### src/rtl/controle_rodadas_pkg.sv
// Shared definitions for the round-control FSM: state-register width and the
// state codes shown on the hex debug display.
package controle_rodadas_pkg;

    localparam int ESTADO_W = 4;

    typedef enum logic [ESTADO_W-1:0] {
        ST_INICIAL        = 4'h0,
        ST_PREPARACAO     = 4'h1,
        ST_INICIO_RODADA  = 4'h2,
        ST_ESPERA         = 4'h3,
        ST_REGISTRA       = 4'h4,
        ST_COMPARACAO     = 4'h5,
        ST_PROXIMO        = 4'h6,
        ST_PROXIMA_RODADA = 4'h7,
        ST_FIM_ACERTO     = 4'hA,
        ST_FIM_TIMEOUT    = 4'hD,
        ST_FIM_ERRO       = 4'hE
    } estado_t;

    function automatic logic is_terminal(input estado_t s);
        return (s == ST_FIM_ACERTO) || (s == ST_FIM_ERRO) || (s == ST_FIM_TIMEOUT);
    endfunction

endpackage

### src/rtl/controle_rodadas.sv
// Moore control unit for the round-based memory game.
// Build option: define TIMEOUT_EN to let the move timer end the game.
module controle_rodadas
    import controle_rodadas_pkg::*;
#(
    parameter int ESTADO_W = controle_rodadas_pkg::ESTADO_W
) (
    input  logic                clock,
    input  logic                reset,
    input  logic                iniciar,
    input  logic                jogada,
    input  logic                igual,
    input  logic                fimE,
    input  logic                fimL,
    input  logic                fim_timer,
    output logic                zeraE,
    output logic                contaE,
    output logic                zeraL,
    output logic                contaL,
    output logic                zeraR,
    output logic                registraR,
    output logic                zeraT,
    output logic                pronto,
    output logic                acertou,
    output logic                errou,
    output logic                db_timeout,
    output logic [ESTADO_W-1:0] db_estado
);

    estado_t estado_q, estado_d;
    logic    timer_unused;

`ifdef TIMEOUT_EN
    assign timer_unused = 1'b0;
`else
    assign timer_unused = fim_timer;
`endif

    always_ff @(posedge clock) begin
        if (reset) begin
            estado_q <= ST_INICIAL;
        end else begin
            estado_q <= estado_d;
        end
    end

    always_comb begin
        estado_d = ST_INICIAL;
        case (estado_q)
            ST_INICIAL:        estado_d = iniciar ? ST_PREPARACAO : ST_INICIAL;
            ST_PREPARACAO:     estado_d = ST_INICIO_RODADA;
            ST_INICIO_RODADA:  estado_d = ST_ESPERA;
            ST_ESPERA: begin
                // jogada has priority over a simultaneous timer expiry
                if (jogada) begin
                    estado_d = ST_REGISTRA;
`ifdef TIMEOUT_EN
                end else if (fim_timer) begin
                    estado_d = ST_FIM_TIMEOUT;
`endif
                end else begin
                    estado_d = ST_ESPERA;
                end
            end
            ST_REGISTRA:       estado_d = ST_COMPARACAO;
            ST_COMPARACAO: begin
                if (!igual)     estado_d = ST_FIM_ERRO;
                else if (!fimE) estado_d = ST_PROXIMO;
                else if (!fimL) estado_d = ST_PROXIMA_RODADA;
                else            estado_d = ST_FIM_ACERTO;
            end
            ST_PROXIMO:        estado_d = ST_ESPERA;
            ST_PROXIMA_RODADA: estado_d = ST_INICIO_RODADA;
            ST_FIM_ACERTO,
`ifdef TIMEOUT_EN
            ST_FIM_TIMEOUT,
`endif
            ST_FIM_ERRO:       estado_d = iniciar ? ST_PREPARACAO : estado_q;
            default:           estado_d = ST_INICIAL;
        endcase
    end

    always_comb begin
        zeraE      = 1'b0;
        contaE     = 1'b0;
        zeraL      = 1'b0;
        contaL     = 1'b0;
        zeraR      = 1'b0;
        registraR  = 1'b0;
        zeraT      = 1'b0;
        pronto     = 1'b0;
        acertou    = 1'b0;
        errou      = 1'b0;
        db_timeout = 1'b0;
        case (estado_q)
            ST_PREPARACAO: begin
                zeraE = 1'b1;
                zeraL = 1'b1;
                zeraR = 1'b1;
                zeraT = 1'b1;
            end
            ST_INICIO_RODADA: begin
                zeraE = 1'b1;
                zeraT = 1'b1;
            end
            ST_REGISTRA:       registraR = 1'b1;
            ST_PROXIMO: begin
                contaE = 1'b1;
                zeraT  = 1'b1;
            end
            ST_PROXIMA_RODADA: contaL = 1'b1;
            ST_FIM_ACERTO: begin
                pronto  = 1'b1;
                acertou = 1'b1;
            end
            ST_FIM_ERRO: begin
                pronto = 1'b1;
                errou  = 1'b1;
            end
`ifdef TIMEOUT_EN
            ST_FIM_TIMEOUT: begin
                pronto     = 1'b1;
                errou      = 1'b1;
                db_timeout = 1'b1;
            end
`endif
            default: ;
        endcase
    end

    assign db_estado = ESTADO_W'(estado_q);

endmodule

### config.mk
export PLATFORM = sky130hd
export DESIGN_NAME = controle_rodadas
export DESIGN_NICKNAME = d
export VERILOG_FILES = /design/src/rtl/controle_rodadas_pkg.sv /design/src/rtl/controle_rodadas.sv
export SDC_FILE = /design/constraint.sdc
export NUM_CORES = 1
export LEC_CHECK = 0
export BUFFER_PORTS_ARGS = -buffer_cell sky130_fd_sc_hd__buf_2
export CORE_AREA = 2 2 39 41
export DETAILED_ROUTE_END_ITERATION = 10
export DIE_AREA = 0 0 41 43
export SYNTH_ARGS = -nofsm -noshare
export SYNTH_HDL_FRONTEND = slang
export SYNTH_SLANG_ARGS = --single-unit
### constraint.sdc
create_clock -name clock -period 1.6 [get_ports clock]
set_input_delay 0 -clock clock [delete_from_list [all_inputs] [get_ports clock]]
set_output_delay 0 -clock clock [all_outputs]
set_load 0.01 [all_outputs]
==> impl_metrics.csv, run 1 <==
group,metric,value,unit
run_status,status,"completed",
layout,fin_nets,78,
setup_path,required,1.75,ns
power_and_ir_drop,p_leak,0.000248,uW
timing,max_freq,0.712,GHz
timing,setup_violations,0,
cts,clockRootBuffer,"clkbuf_4",
routing,drt-pass1-iter-count,2,
logic_synthesis,synth_top_family_by_area,"simple AND/OR/NAND/NOR gates",
timing,worst_hold_slack,0.0812,ns
setup_path,r2r_slack,0.19,ns
logic_synthesis,ys_seq_elements,4,
placed_design,place_congestion,0.706,
cts,clock_sinks,4,
setup_path,cp.buffers_inverters,0,
floorplanning,ios,23,
setup_path,slowest_stage,"or4_4",
timing,fin_skew,0.00116,ns
layout,areaGrowthSynthToFinish,38.7,%
floorplanning,core_region_area,0.00138,sq mm
cts,cts_buffers,3,
cts,cts_tree,"yes",
global_routing,track_usage,11.5,%
routing,post_drt_wl_per_cell,10.5,microns
setup_path,path_class,"reg2reg",
global_routing,grt_pass1_wl,1350,microns
timing,finalCritPeriodShare,87.8,%
setup_path,r2r-end,"db_estado[0]",
cts,clkTransAtPathRegs,0.04,ns
setup_path,cp-end-kind,"flop",
cts,clock_latency,0.24,ns
logic_synthesis,synth_cell_types,31,
logic_synthesis,synth-edff-count,0,
hold_path,min-delay-start,"iniciar",
logic_synthesis,synthAdderAreaFrac,0,%
power_and_ir_drop,pwr_density_cell,668,mW/mm^2
global_routing,grt_max_degree,11,
logic_synthesis,synthMuxAreaShare,0,%
logic_synthesis,yosysWarnings,0,
timing,period_minus_slack,1.41,ns
layout,largest_register_ffs,4,
timing,maxSlewViolCount,0,
routing,first_iter_violations,4,
routing,viasPerCell,4.76,
layout,diodes,0,
placed_design,dp_hpwl,700,microns
floorplanning,fp.dieW,41,microns
floorplanning,die_y,43,microns
logic_synthesis,yosys_most_used_dff,"dfxtp_1",
setup_path,crit_chain,"nand2b_2 > or4_4 > a311oi_2",
setup_path,cpPeakStageDelay,0.53,ns
setup_path,r2r_cells,3,
routing,drt-total-wl,886,microns
layout,drive_gt1_share,47.1,%
power_and_ir_drop,irDropWorstVdd,0.211,mV
setup_path,critPathTopFamily,"simple AND/OR/NAND/NOR gates",
routing,drc_errors,0,
global_routing,antenna_found_initial,0,
cts,postCtsSetupRepairBufs,0,
setup_path,crit_fanout,8,
setup_path,crit_arrival,1.56,ns
logic_synthesis,async_flop_share,0,%
routing,antenna_left,0,
logic_synthesis,synth_xor_area_share,0,%
placed_design,io_buffers,20,
logic_synthesis,synth-simple-area-share,39.3,%
hold_path,hold_depth,3,
logic_synthesis,synth.yosys.seq_area_share,21.3,%
logic_synthesis,synth-compound-area-share,27.7,%
timing,rsz0062_at_grt,"no",
cts,h-tree-depth,1,
logic_synthesis,syn_area,375,sq um
setup_path,r2r_start,"db_estado[2]",
floorplanning,initial_core_util,27.1,%
logic_synthesis,syn_inst,46,
floorplanning,fp-row-count,14,
hold_path,worstHoldEndpoint,"db_estado[1]",
global_routing,grt_pass1_vias,346,
timing,final_hold_viol_count,0,
flow_run,drv_cap,0,
setup_path,startpoint_type,"flop",
logic_synthesis,syn-num-nets,54,
logic_synthesis,syn_avg_cell_area,8.16,sq um
global_routing,grt-ovfl-total,0,
hold_path,hold_class,"in2reg",
floorplanning,fp.dieArea,0.00176,sq mm
cts,clockBufferDepth,2,
routing,num_vias,400,
timing,finalSetupTns,0,ns
[metrics by stage]
stage	total power (uW)	worst slack [ns]	utilization, %	std cells	instance area, sq um
detailed placement	218	0.200	35.1	80	485
CTS	352	0.176	37.4	84	518
global placement	217	0.213	35.1	80	485
finish	348	0.195	37.6	84	520
floorplan	188	0.224	-	46	375
global route	371	0.0596	37.6	84	520
[synth_stat cells, drive strengths merged, types with 2 or more instances]
library cell,count,area share (%)
buf,5,9.7
dfxtp,4,21
nand2b,4,9.3
nor2,4,4.0
nand2,3,3.0
nor2b,2,3.3
nor3,2,2.7
o21a,2,4.0
o21bai,2,4.0
or4,2,5.0
[power by group]
group / switching (uW) / internal, uW / total, uW
clock network: 44.6 / 84.1 / 129
logic: 50.5 / 49.6 / 100
registers: 12.6 / 106 / 119
total: 108 / 240 / 348
[worst max-delay path by stage]
| stage | cells past startpoint | startpoint | end | slack (ns) |
|---|---|---|---|---|
| floorplan | 4 | db_estado[0] | db_estado[0] | 0.22 |
| global placement | 3 | db_estado[2] | db_estado[0] | 0.21 |
| detailed placement | 3 | db_estado[2] | db_estado[0] | 0.20 |
| CTS | 4 | db_estado[1] | acertou | 0.18 |
| global route | 4 | db_estado[1] | acertou | 0.06 |
| finish | 3 | db_estado[2] | db_estado[0] | 0.19 |
[tightest hold or removal path, cell delays in order]
cell	delay, ns
buf_2	0.12
o21a_1	0.11
nor4_1	0.04
[kinds of logic (layout without fill, tap and decap cells)]
family                 Yosys count  count (layout)
flip-flops                       4               4
other                            1               1
AO/OA/AOI/OAI                   12              12
AND/OR/NAND/NOR                 23              23
buffers and inverters            6              28
[layout by cell type, fill, tap and decap left out, drive strengths merged, types with 2 or more instances in the layout]
master and instances:
nor2 4, dfxtp 4, buf 24, o21a 2, or4 2, nand2b 4, nor3 2, o21bai 2
nand2 3, nor2b 2, clkbuf 3
[area by class of cell]
| type | count | area, sq um |
|---|---|---|
| Clock buffer | 3 | 22.5 |
| Tap cell | 16 | 20.0 |
| Multi-Input combinational cell | 36 | 258 |
| Sequential cell | 4 | 80.1 |
| Fill cell | 151 | 863 |
| Timing Repair Buffer | 25 | 140 |
[metal layers]
layer,vias up,share of wire [%],track usage [%]
met4,0,1.6,10.0
met5,-,0,0
met3,2,6.5,1.57
met2,13,45,16.3
met1,171,47,14.3
li1,214,-,-
[repair_timing]
| action | CTS | global route |
|---|---|---|
| hold buffers | 1 | 0 |
| gates resized for setup | 0 | 1 |
| endpoints found under the hold margin | 3 | 0 |
| setup endpoints to repair | 0 | 1 |
Note: power is estimated with default switching activity, not from simulation.
==> inputs of run 2 (changes only) <==
- clock period: 1.6 -> 1.7 ns (I/O delays scaled with it)
==> run 2 against run 1 <==
Effect of this change:
- clock power fell by 9%
- critical path depth unchanged
- clock skew about the same
- first-iteration DRC count fell by 25%
- cell count decreased by 2.4%
- global-route usage down 0.59 points
- die area did not move
- routed wire length increased by 1.9%
- final area shrank 3.4%
- flip-flop and latch count did not move
==> impl_metrics.csv, run 2 (synthesis gave the netlist of run 1 again) <==
group,metric,value,unit
timing,final_hold_viol_count,0,
floorplanning,fp-row-count,14,
global_routing,grt-ovfl-total,0,
floorplanning,initial_core_util,27.1,%
setup_path,cp-end-kind,"flop",
placed_design,pre_cts_ws,0.195,ns
layout,largest_register_ffs,4,
timing,fin_skew,0.00117,ns
power_and_ir_drop,p_seq_share,36.3,%
power_and_ir_drop,p_leak,0.000237,uW
setup_path,crit_fanout,12,
layout,final_area,503,sq um
cts,clockBufferDepth,2,
floorplanning,core_region_area,0.00138,sq mm
power_and_ir_drop,irDropWorstVdd,0.141,mV
hold_path,hold_class,"in2reg",
timing,finalCritPeriodShare,88.1,%
power_and_ir_drop,p_sw_share,30.3,%
layout,layout_commonest_cell,"buf_2",
placed_design,io_buffers,20,
cts,postCtsSetupRepairBufs,0,
setup_path,path_class,"reg2reg",
setup_path,required,1.84,ns
routing,drc_errors,0,
timing,maxSlewViolCount,0,
timing,finalSetupTns,0,ns
layout,stdcell_count,82,
power_and_ir_drop,pwr_density_cell,631,mW/mm^2
routing,antenna_left,0,
routing,drt-total-wl,903,microns
power_and_ir_drop,power.internal,221,uW
power_and_ir_drop,combPwrFrac,26.9,%
routing,num_vias,405,
setup_path,crit_arrival,1.64,ns
timing,period_minus_slack,1.50,ns
setup_path,startpoint_type,"flop",
timing,rsz0062_at_grt,"no",
cts,clockRootBuffer,"clkbuf_4",
power_and_ir_drop,clockPowerShare,36.8,%
placed_design,placed_cells,78,
power_and_ir_drop,power_switching,96.1,uW
cts,cts_resized,0,
flow_run,drv_cap,0,
timing,max_freq,0.668,GHz
cts,clock_sinks,4,
global_routing,grt_pass1_wl,1350,microns
layout,layout_common_cells,"20 x buf_2, 4 x nor2_1, 4 x dfxtp_1, 3 x nand2_1, 3 x clkbuf_4",
layout,fin_nets,76,
cts,cts_buffers,3,
global_routing,grt_max_degree,13,
global_routing,antenna_found_initial,0,
timing,finalWorstSetupSlack,0.203,ns
routing,post_drt_wl_per_cell,11.0,microns
cts,clock_latency,0.23,ns
routing,viasPerCell,4.94,
timing,setup_violations,0,
run_status,status,"completed",
floorplanning,ios,23,
routing,first_iter_violations,3,
placed_design,place_congestion,0.680,
global_routing,grt_pass1_vias,332,
cts,clkTransAtPathRegs,0.04,ns
floorplanning,fp.dieW,41,microns
placed_design,placed_area,470,sq um
cts,cts_tree,"yes",
cts,h-tree-depth,1,
floorplanning,die_y,43,microns
global_routing,track_usage,10.9,%
layout,areaGrowthSynthToFinish,34.0,%
routing,drt-pass1-iter-count,2,
layout,diodes,0,
layout,drive_gt1_share,43.9,%
floorplanning,fp.dieArea,0.00176,sq mm
placed_design,dp_hpwl,686,microns
[run 2: changes by cell type in the layout (fill, tap and decap cells not counted), sizes merged]
cell  delta
buf      -2
[run 2: metrics by stage]
stage	hold slack (ns)	utilization [%]	power, uW
after global placement	0.230	34.0	200
after global routing	0.111	36.3	341
after floorplan	0.0679	-	177
final	0.0966	36.3	318
after CTS	0.0837	36.3	326
after detailed placement	0.224	34.0	201
[run 2: path summary, 6_finish.rpt]
kind | start | end | slack (ns) | cells after the start
min | iniciar | db_estado[1] | 0.1 | 3
max reg2reg | db_estado[2] | db_estado[0] | 0.20 | 3
max | db_estado[2] | db_estado[0] | 0.20 | 3
min reg2reg | db_estado[1] | db_estado[1] | 0.61 | 2
[run 2: layout make-up]
class / instances / area (sq um)
fillers: 148 / 881
multi-input cells: 36 / 255
repair buffers: 23 / 125
flip-flops and latches: 4 / 80.1
clock buffers: 3 / 22.5
well taps: 16 / 20.0
[run 2: timing repair]
action | in CTS | in global routing
hold buffers | 1 | 0
endpoints found under the hold margin | 4 | 0
setup endpoints to repair | 0 | 0
[run 2: layer usage]
| metal | vias to the layer above | wire length (microns) | GRT usage [%] |
|---|---|---|---|
| met5 | - | 0 | 0 |
| met4 | 0 | 0 | 6.00 |
| met3 | 0 | 68 | 1.57 |
| met2 | 11 | 438 | 15.9 |
| met1 | 185 | 396 | 14.7 |
| li1 | 209 | - | - |
[run 2: power groups by stage]
stage	sequential, uW	clock [uW]	combinational, uW
final	115	117	85.3
after CTS	116	125	86.0
after detailed placement	117	0	83.8
after floorplan	108	0	69.6
after global routing	118	128	94.9
after global placement	117	0	82.9
[run 2: critical path: stages, from the launching register on]
cell and delay, ns:
dfxtp_1 0.52, nand2b_2 0.16, or4_4 0.53, a311oi_2 0.19
==> inputs of run 3 (changes only) <==
- RECOVER_POWER: default -> 100
==> run 3 against run 2 <==
Effect of this change:
- flip-flop and latch count stayed put
- clock skew rose by 0.00065 ns
- global-route usage did not move
- routed wire length increased by 2.0%
- non-clock buffer count stayed put
- hold slack barely moved
- largest power group is now sequential cells
- highest routed layer unchanged
==> impl_metrics.csv, run 3 (synthesis gave the netlist of run 1 again) <==
group,metric,value,unit
global_routing,grt-ovfl-total,0,
setup_path,crit_arrival,1.67,ns
timing,setup_violations,0,
setup_path,cp-end-kind,"flop",
cts,clkTransAtPathRegs,0.04,ns
cts,clockBufferDepth,2,
setup_path,slowest_stage,"dfxtp_1",
timing,rsz0062_at_grt,"no",
setup_path,startpoint_type,"flop",
routing,antenna_left,0,
placed_design,place_congestion,0.680,
layout,fin_nets,76,
flow_run,drv_cap,0,
layout,largest_register_ffs,4,
timing,fin_skew,0.00182,ns
timing,finalSetupTns,0,ns
routing,num_vias,401,
cts,postCtsHoldBufs,1,
setup_path,critPathTopFamily,"simple AND/OR/NAND/NOR gates",
run_status,status,"completed",
setup_path,crit_chain,"nand2b_2 > or4_1 > a311oi_2",
power_and_ir_drop,irDropWorstVdd,0.139,mV
timing,max_freq,0.653,GHz
power_and_ir_drop,combPwrFrac,25.7,%
setup_path,required,1.84,ns
layout,drive_gt1_share,24.2,%
power_and_ir_drop,p_sw_share,30.9,%
routing,drt-total-wl,921,microns
timing,period_minus_slack,1.53,ns
layout,fin_util,34.8,%
routing,drt-pass1-iter-count,2,
global_routing,grt_pass1_vias,332,
global_routing,antenna_found_initial,0,
cts,clockRootBuffer,"clkbuf_4",
floorplanning,fp.dieArea,0.00176,sq mm
setup_path,cpPeakStageDelay,0.54,ns
routing,viasPerCell,4.89,
power_and_ir_drop,power_switching,96.4,uW
timing,worst_hold_slack,0.0966,ns
layout,layout_commonest_cell,"clkbuf_1",
cts,clock_latency,0.23,ns
power_and_ir_drop,pwr_density_cell,649,mW/mm^2
power_and_ir_drop,clockPowerShare,37.2,%
floorplanning,ios,23,
routing,post_drt_wl_per_cell,11.2,microns
placed_design,dp_hpwl,686,microns
setup_path,cp.buffers_inverters,0,
global_routing,grt_max_degree,13,
cts,cts_tree,"yes",
floorplanning,fp.dieW,41,microns
power_and_ir_drop,p_leak,0.000186,uW
power_and_ir_drop,power,313,uW
cts,h-tree-depth,1,
timing,maxSlewViolCount,0,
routing,first_iter_violations,2,
floorplanning,initial_core_util,27.1,%
floorplanning,core_region_area,0.00138,sq mm
routing,drc_errors,0,
cts,cts_buffers,3,
layout,fillCellCount,158,
timing,final_hold_viol_count,0,
cts,cts_resized,0,
global_routing,grt_pass1_wl,1350,microns
floorplanning,die_y,43,microns
floorplanning,fp-row-count,14,
cts,postCtsSetupRepairBufs,0,
placed_design,io_buffers,20,
global_routing,track_usage,10.9,%
power_and_ir_drop,p_seq_share,37.1,%
power_and_ir_drop,power.internal,216,uW
layout,layout_common_cells,"12 x clkbuf_1, 9 x buf_2, 4 x nor2_1, 4 x dfxtp_1",
hold_path,hold_class,"in2reg",
cts,clock_sinks,4,
setup_path,crit_fanout,12,
timing,finalCritPeriodShare,90.0,%
layout,diodes,0,
setup_path,path_class,"reg2reg",
layout,areaGrowthSynthToFinish,28.3,%
==> run 3: final cells by class <==
class | count | area, sq um | area share (%)
Clock buffer | 3 | 22.5 | 4.68
Multi-Input combinational cell | 36 | 251 | 52.2
Sequential cell | 4 | 80.1 | 16.6
Tap cell | 16 | 20.0 | 4.16
Timing Repair Buffer | 23 | 108 | 22.3
==> run 3: stage by stage <==
step | cells | cell area, sq um | worst slack (ns)
2_1_floorplan | 46 | 375 | 0.324
4_1_cts | 82 | 503 | 0.183
6_report | 82 | 482 | 0.169
5_1_grt | 82 | 482 | 0.0834
3_3_place_gp | 78 | 470 | 0.215
3_5_place_dp | 78 | 470 | 0.195
==> run 3: tightest hold or removal path: cells and delay by family <==
kind	cells	cell delay (ns)
buf+inv	1	0.12
compound gates	1	0.11
simple gates	1	0.04
==> run 3: path summary, 6_finish.rpt <==
path / startpoint / endpoint / slack [ns] / depth (start not counted)
setup / recovery: db_estado[2] / db_estado[0] / 0.17 / 3
hold / removal: iniciar / db_estado[1] / 0.1 / 3
setup reg to reg: db_estado[2] / db_estado[0] / 0.17 / 3
hold reg to reg: db_estado[3] / db_estado[3] / 0.62 / 2
==> run 3: routing by layer <==
layer / GRT usage, % / share of wire (%) / vias up
met2: 15.9 / 46 / 11
met5: 0 / 0 / -
li1: - / - / 208
met3: 1.57 / 7.7 / 0
met4: 6.00 / 0 / 0
met1: 14.7 / 46 / 182
==> run 3: power by group through the flow <==
stage,logic [uW],registers (uW),clock network (uW)
3_3_place_gp,82.9,117,0
5_1_grt,89.0,118,128
3_5_place_dp,83.8,117,0
6_report,80.3,116,116
4_1_cts,86.0,116,125
2_1_floorplan,69.6,108,0
